**src/rtl/rank_scheduler_pkg.sv**
```systemverilog
// rtl/rank_scheduler_pkg.sv - shared types and wall-clock boundary constants
package rank_scheduler_pkg;

   typedef enum logic [1:0] {
      OP_IDLE  = 2'd0,
      OP_READ  = 2'd1,
      OP_WRITE = 2'd2
   } op_t;

   typedef enum logic [2:0] {
      ST_IDLE,
      ST_GRANT,
      ST_CALC_REQ,
      ST_CALC_WAIT,
      ST_DONE,
      ST_ERR
   } state_t;

   localparam logic [4:0] HOUR_LAST   = 5'd23;
   localparam logic [5:0] MINUTE_LAST = 6'd59;
   localparam logic [5:0] SECOND_LAST = 6'd59;

endpackage

```
**src/rtl/rank_scheduler_rr_arbiter2.sv**
```systemverilog
// rtl/rank_scheduler_rr_arbiter2.sv - two-way round-robin arbiter
// Requester 0 has priority after reset; priority flips to the loser on each accepted pick.
module rr_arbiter2 (
   input  logic       clk,
   input  logic       rst_n,
   input  logic [1:0] req,
   input  logic       take,
   output logic       valid,
   output logic       pick
);

   logic ptr;

   always_comb begin
      valid = |req;
      if (req[0] && req[1]) pick = ptr;
      else                  pick = req[1];
   end

   always_ff @(posedge clk or negedge rst_n) begin
      if (!rst_n)              ptr <= 1'b0;
      else if (take && valid)  ptr <= ~pick;
   end

endmodule

```
**src/rtl/rank_scheduler.sv**
```systemverilog
// rtl/rank_scheduler.sv - hourly ranking scheduler with shared table-access arbitration
// Grants the traffic writer / ranked-table reader and launches a rank pass on each hour boundary.
module rank_scheduler
   import rank_scheduler_pkg::*;
#(
   parameter int TIMEOUT_CYC = 16,
   parameter int DAY_MAX     = 4
) (
   input  logic       clk,
   input  logic       rst_n,
   input  logic       tick,
   input  logic [4:0] hour,
   input  logic [5:0] minute,
   input  logic [5:0] second,
   input  logic       upd_req,
   output logic       upd_gnt,
   input  logic       disp_req,
   output logic       disp_gnt,
   output op_t        op1,
   input  op_t        op2,
   output logic [2:0] day,
   output logic       busy,
   output logic       rank_done,
   output logic       timeout_err,
   output logic       overrun,
   input  logic       clr_err
);

   localparam int CW = (TIMEOUT_CYC > 1) ? $clog2(TIMEOUT_CYC) : 1;

   state_t        state, state_nxt;
   logic          owner;  // 0: traffic writer, 1: ranked-table reader
   logic          calc_pend;
   logic [CW-1:0] cnt;
   logic          hour_b, day_b, consume, arb_take, arb_valid, arb_pick, owner_req;
   logic          timeout_set, overrun_set;

   assign hour_b      = tick && (minute == MINUTE_LAST) && (second == SECOND_LAST);
   assign day_b       = hour_b && (hour == HOUR_LAST);
   assign consume     = (state == ST_IDLE) && calc_pend;
   assign arb_take    = (state == ST_IDLE) && !calc_pend;
   assign owner_req   = owner ? disp_req : upd_req;
   assign timeout_set = (state == ST_CALC_WAIT) && (state_nxt == ST_ERR);
   // A boundary that lands on the cycle the pending pass is consumed is not lost work.
   assign overrun_set = hour_b && calc_pend && !consume;

   rr_arbiter2 u_arb (
      .clk   (clk),
      .rst_n (rst_n),
      .req   ({disp_req, upd_req}),
      .take  (arb_take),
      .valid (arb_valid),
      .pick  (arb_pick)
   );

   always_ff @(posedge clk or negedge rst_n) begin
      if (!rst_n) state <= ST_IDLE;
      else        state <= state_nxt;
   end

   always_comb begin
      state_nxt = state;
      case (state)
         ST_IDLE: begin
            if (calc_pend)      state_nxt = ST_CALC_REQ;
            else if (arb_valid) state_nxt = ST_GRANT;
         end
         ST_GRANT:     if (!owner_req) state_nxt = ST_IDLE;
         ST_CALC_REQ:  state_nxt = ST_CALC_WAIT;
         ST_CALC_WAIT: begin
            if (op2 == OP_WRITE)              state_nxt = ST_DONE;
            else if (cnt == CW'(TIMEOUT_CYC - 1)) state_nxt = ST_ERR;
         end
         ST_DONE:      state_nxt = ST_IDLE;
         ST_ERR:       state_nxt = ST_IDLE;
         default:      state_nxt = ST_IDLE;
      endcase
   end

   always_comb begin
      op1       = OP_IDLE;
      upd_gnt   = 1'b0;
      disp_gnt  = 1'b0;
      busy      = (state != ST_IDLE);
      rank_done = 1'b0;
      case (state)
         ST_GRANT: begin
            upd_gnt  = !owner && upd_req;
            disp_gnt = owner && disp_req;
         end
         ST_CALC_REQ, ST_CALC_WAIT: op1 = OP_READ;
         ST_DONE:                   rank_done = 1'b1;
         default: ;
      endcase
   end

   always_ff @(posedge clk or negedge rst_n) begin
      if (!rst_n) begin
         owner       <= 1'b0;
         calc_pend   <= 1'b0;
         cnt         <= '0;
         day         <= 3'd0;
         timeout_err <= 1'b0;
         overrun     <= 1'b0;
      end else begin
         if (arb_take && arb_valid) owner <= arb_pick;

         if (hour_b)       calc_pend <= 1'b1;
         else if (consume) calc_pend <= 1'b0;

         if (state == ST_CALC_WAIT) cnt <= cnt + CW'(1);
         else                       cnt <= '0;

         if (day_b) day <= (day == 3'(DAY_MAX)) ? 3'd0 : day + 3'd1;

         if (timeout_set)  timeout_err <= 1'b1;
         else if (clr_err) timeout_err <= 1'b0;

         if (overrun_set)  overrun <= 1'b1;
         else if (clr_err) overrun <= 1'b0;
      end
   end

endmodule

```
**config.mk**
```make
export PLATFORM = sky130hd
export DESIGN_NAME = rank_scheduler
export DESIGN_NICKNAME = d
export VERILOG_FILES = /design/src/rtl/rank_scheduler_pkg.sv /design/src/rtl/rank_scheduler_rr_arbiter2.sv /design/src/rtl/rank_scheduler.sv
export SDC_FILE = /design/constraint.sdc
export NUM_CORES = 1
export LEC_CHECK = 0
export BUFFER_PORTS_ARGS = -buffer_cell sky130_fd_sc_hd__buf_2
export CAP_MARGIN = 20
export CORE_ASPECT_RATIO = 0.7
export CORE_UTILIZATION = 40
export CTS_CLUSTER_DIAMETER = 30
export DETAILED_ROUTE_END_ITERATION = 10
export PLACE_DENSITY_LB_ADDON = 0.2
export SLEW_MARGIN = 20
export SYNTH_ARGS = -nofsm -noshare
export SYNTH_HDL_FRONTEND = slang
export SYNTH_SLANG_ARGS = --single-unit
```
**constraint.sdc**
```tcl
create_clock -name clk -period 1.75 [get_ports clk]
set_clock_uncertainty 0.2 [all_clocks]
set_input_delay 0.35 -clock clk [delete_from_list [all_inputs] [get_ports clk]]
set_output_delay 0.35 -clock clk [all_outputs]
set_load 0.1 [all_outputs]
```
# --- Yosys cells after proc, flatten, opt, wreduce, memory -nomap -nowiden ---
# Cells that the tools add are included.
# Widths: inputs -> output; s select.
word_totals:
  input_bits: 25
  reg_bits: 15
  elab_cells: 63
op_classes:
  addsub: 2
  n_eq_ne: 11
  muxes: 19
  n_reduce_logical: 22
  bitwise: 1
ops:
  columns: ["cell", "n"]
  rows:
  - ["$mux 3", 6]
  - ["$eq 6x6->1 const B", 2]
  - ["$logic_and 1x1->1", 12]
  - ["$pmux 3 s4", 1]
  - ["$mux 1", 11]
  - ["$eq 3x3->1 const B", 3]
  - ["$eq 3x2->1 const B", 2]
  - ["$reduce_bool 2->1", 3]
  - ["$eq 5x5->1 const B", 1]
  - ["$add 4x1->4 const B", 1]
  - ["$eq 4x4->1 const B", 1]
  - ["$mux 4", 1]
  - ["$reduce_or 2->1", 2]
  - ["$add 3x1->3 const B", 1]
  - ["$eq 3x1->1 const B", 1]
  - ["$logic_not 1->1", 3]
  - ["$logic_not 3->1", 1]
  - ["$reduce_bool 3->1", 1]
  - ["$eq 2x2->1 const B", 1]
  - ["$not 1->1", 1]

# --- Depth between registers and ports, before layout ---
depth:
  ltp_word: 7
  ltp_mapped: 5
  ltp_nobuf: 5

# --- By module ---
# Synthesis repeated with hierarchy kept, for this count alone.
hier_totals:
  cells_unflattened: 77
  hier_area_um2: 777.0
modules_own_cells:
  columns: ["mod", "seq_area_each_um2", "area_per_inst_um2", "cells_each", "instances"]
  rows:
  - ["rank_scheduler", 350.3, 723.2, 71, 1]
  - ["rr_arbiter2", 25.0, 53.8, 6, 1]

# --- Worst setup path before layout ---
# No wires, ideal clock.
synth_path:
  kind: "flip-flop to output port"
  startpoint: "reg state[0]"
  endpoint: "out rank_done"
  required_time_ps: 1200
  path_stages_with_launch: 2
  t_arrival_ps: 2646
  setup_slack_ps: -1446
  path_cell_list: "dfrtp_1 > nor3b_1"
synth_via:
  elab_chain_cells: 2
synth_rtl:
  columns: ["element", "line_no", "source"]
  rows:
  - ["start: declaration", "rank_scheduler.sv:31", "state_t state, state_nxt;"]
  - ["start signal: assignment", "rank_scheduler.sv:58", "else state <= state_nxt;"]
  - ["$eq 3x3->1", "rank_scheduler.sv:86", "case (state)"]
  - ["$mux 1", "rank_scheduler.sv:86", null]
  - ["end: declaration", "rank_scheduler.sv:23", "output logic rank_done,"]
# Every way passes these cells.

# --- Worst setup path in the final report ---
layout_path:
  startpoint: "reg state[2]"
  endpoint: "out upd_gnt"
layout_via:
  elab_chain_cells: 2
layout_rtl:
  columns: ["element", "line_no", "source"]
  rows:
  - ["$eq 3x1->1", "rank_scheduler.sv:86", null]
  - ["$mux 1", "rank_scheduler.sv:86", null]
  - ["end: declaration", "rank_scheduler.sv:16", "output logic upd_gnt,"]
# Every way passes these cells.

==> impl_metrics.py <==
metrics = {
    "floorplanning": {
        "die-area_um2": 2060,
        "die_height_um": 38.2,
        "ioPinCount": 36,
        "core_um2": 1670,
        "num_rows": 12,
        "die_width_um": 53.8,
        "initial_core_util_pct": 45.0,
    },
    "sta": {
        "fin_ws_ns": -0.146,
        "tns_ns": -0.394,
        "finalCritPeriodShare_pct": 108,
        "setup_violations": 5,
        "final_hold_viol_count": 0,
        "rsz0062_at_grt": "yes",
        "max_freq_ghz": 0.527,
        "final-max-slew-violation-count": 0,
        "fin_crit_ns": 1.90,
    },
    "grt": {
        "grt_pass1_wl_um": 2770,
        "grt_pass1_vias": 710,
        "antenna_found_initial": 0,
        "grt_usage_pct": 19.9,
        "overflow": 0,
        "grt_max_degree": 16,
    },
    "final_layout": {
        "syn_to_final_growth_pct": 55.8,
        "fin_util_pct": 70.2,
        "drive_gt1_share_pct": 48.8,
        "final_area_um2": 1170,
        "nets": 152,
        "fillCellCount": 113,
        "antenna_cells": 0,
    },
    "logic_synthesis": {
        "async_flop_share_pct": 100,
        "synth_area_um2": 751,
        "synth_cells": 76,
        "synth-seq-cells": 15,
        "synth_warnings": 0,
        "yosysTopAreaCell": "dfrtp_1",
        "seq_area_frac_synth_pct": 50.0,
        "synth_ff_type": "dfrtp_1",
        "yosys-top-cells-area": "dfrtp_1 (50%), ha_1 (5.0%), o21ai_0 (4.0%)",
        "synthesis.nets": 104,
        "postSynthAreaPerCell_um2": 9.88,
        "synth_top_area_share_pct": 50.0,
        "synth_edf_count": 0,
        "ys_types": 30,
    },
    "drt": {
        "ant_nets": 0,
        "drc": 0,
        "drt-initial-drc-count": 15,
        "dr.pass1.iters": 4,
        "vias_per_cell": 5.21,
        "num_vias": 750,
        "drt-wirelength-per-cell_um": 12.0,
        "drt-total-wl_um": 1730,
    },
    "critical_path": {
        "critPathRequiredTime_ns": 1.20,
        "cp_slowest_cell": "dfrtp_1",
        "crit_path_cell_trace": "nor2_2 > and4_4 > buf_6 > buf_12",
        "path_buf_inv": 2,
        "critPathMaxStageDelay_ns": 0.41,
        "cp_top_family": "flip-flops",
        "end_kind": "output pin",
        "crit_type": "register to output pin",
        "rr_worst_depth": 4,
        "rrSetupSlack_ns": -0.02,
        "reg2reg_to": "timeout_err$_DFFE_PN0P_",
        "arrival_ns": 1.35,
        "r2r-start": "state[0]$_DFF_PN0_",
        "startpoint": "state[2]$_DFF_PN0_",
        "critPathMaxFanout": 4,
        "worst_setup_path_start_kind": "register",
    },
    "power": {
        "p_per_area_nw_per_um2": 1080,
        "leakagePower_nw": 0.587,
        "ir_drop_uv": 1070,
        "power_mw": 1.26,
    },
    "placed_design": {
        "place_area_um2": 1080,
        "port_buffers": 34,
        "gp_congestion": 0.756,
    },
    "outcome": {
        "violations": "negative setup slack",
        "status": "finished, violations left",
    },
    "job": {
        "drv_cap": 0,
    },
    "cts": {
        "cts_sinks": 15,
        "clk_pin_slew_worst_paths_ns": 0.08,
        "cts_tree": "built",
        "cts_buffer_depth": 2,
        "cts_max_level": 1,
        "clock-root-buffer": "clkbuf_4",
        "clock_latency_ns": 0.28,
        "numCtsBuffers": 3,
    },
    "min_path": {
        "hold_path_class": "primary input to register",
        "whs_path_depth": 3,
        "hold_path_end": "overrun$_DFFE_PN0P_",
        "hold_path_startpoint": "clr_err",
    },
}
cells by family (layout without fill, tap and decap cells):
| group | Yosys count | in the layout | synth area share (%) |
|---|---|---|---|
| AO/OA/AOI/OAI | 12 | 12 | 9.67 |
| XOR/XNOR | 2 | 2 | 2.33 |
| adder cells (fa/ha/maj) | 3 | 3 | 5.00 |
| buffers and inverters | 7 | 54 | 4.00 |
| flip-flops | 15 | 15 | 50.0 |
| multiplexers | 1 | 1 | 2.00 |
| other | 1 | 1 | 0.500 |
| AND/OR/NAND/NOR | 35 | 35 | 26.5 |
per-layer routing:
layer	track usage, %	up-vias	part of all wire, %
met3	5.16	9	7.5
met1	22.2	341	41
met5	0	-	0
met2	35.2	42	48
li1	-	358	-
met4	9.87	0	3.3
power by group:
part	switching, mW	internal (mW)
combinational	0.372	0.290
clock	0.100	0.0884
sequential	0.0271	0.384
total	0.499	0.762
cell usage in the layout (no fill, tap or decap), drive strengths merged, types with 3 or more instances in the layout:
| cell | netlist | layout |
|---|---|---|
| buf | 1 | 43 |
| o21ai | 6 | 6 |
| nand2 | 7 | 7 |
| clkbuf | 0 | 4 |
| ha | 3 | 3 |
| dfrtp | 15 | 15 |
| inv | 6 | 6 |
| nand2b | 3 | 3 |
| nor2 | 7 | 7 |
worst max-delay path by stage:
stage                         end  cells past startpoint
3_5_place_dp   day[0]$_DFFE_PN0P_                      5
3_3_place_gp   day[0]$_DFFE_PN0P_                      5
4_1_cts                   upd_gnt                      4
6_report                  upd_gnt                      4
5_1_grt                   upd_gnt                      4
2_1_floorplan  day[0]$_DFFE_PN0P_                      4
sequential cells by signal (all words and copies together), names as in the netlist:
name,cells
timeout_err,1
owner,1
state,3
calc_pend,1
overrun,1
day,3
u_arb.ptr,1
cnt,4
worst min-delay path: cells and delay by family:
family          cells  cell delay [ns]
compound gates      1             0.12
buf+inv             2             0.12
Yosys cell counts, drive strengths merged (2+ instances only):
cell,n
a21oi,2
and3,2
and4,2
dfrtp,15
ha,3
inv,6
nand2,7
nand2b,3
nand3,2
nand4,2
nor2,7
nor2b,2
o21ai,6
or4,2
final cells by class:
cell class	instances	area (um^2)	share of cell area, %
multi-input combinational	54	385	32.9
sequential	15	379	32.4
timing repair buffer	44	330	28.2
clock buffer	4	26.3	2.25
tap	21	26.3	2.25
inverter	6	22.5	1.93
timing repair:
action / 4_1_cts / 5_1_grt
resized for setup: 7 / 2
endpoints found under the hold margin: 15 / 0
pin swaps: 5 / 1
buffers inserted: 1 / 3
endpoints found under the setup margin: 5 / 8
hold buffers: 1 / 0
through the flow:
stage / worst slack, ns / instances / hold WS (ns)
global placement: -0.204 / 136 / 0.0615
finish: -0.146 / 144 / 0.145
floorplan: -0.123 / 76 / -0.146
global route: -0.195 / 144 / 0.154
detailed placement: -0.216 / 136 / 0.0670
CTS: -0.125 / 141 / 0.145
Note: power is estimated with default switching activity, not from simulation.
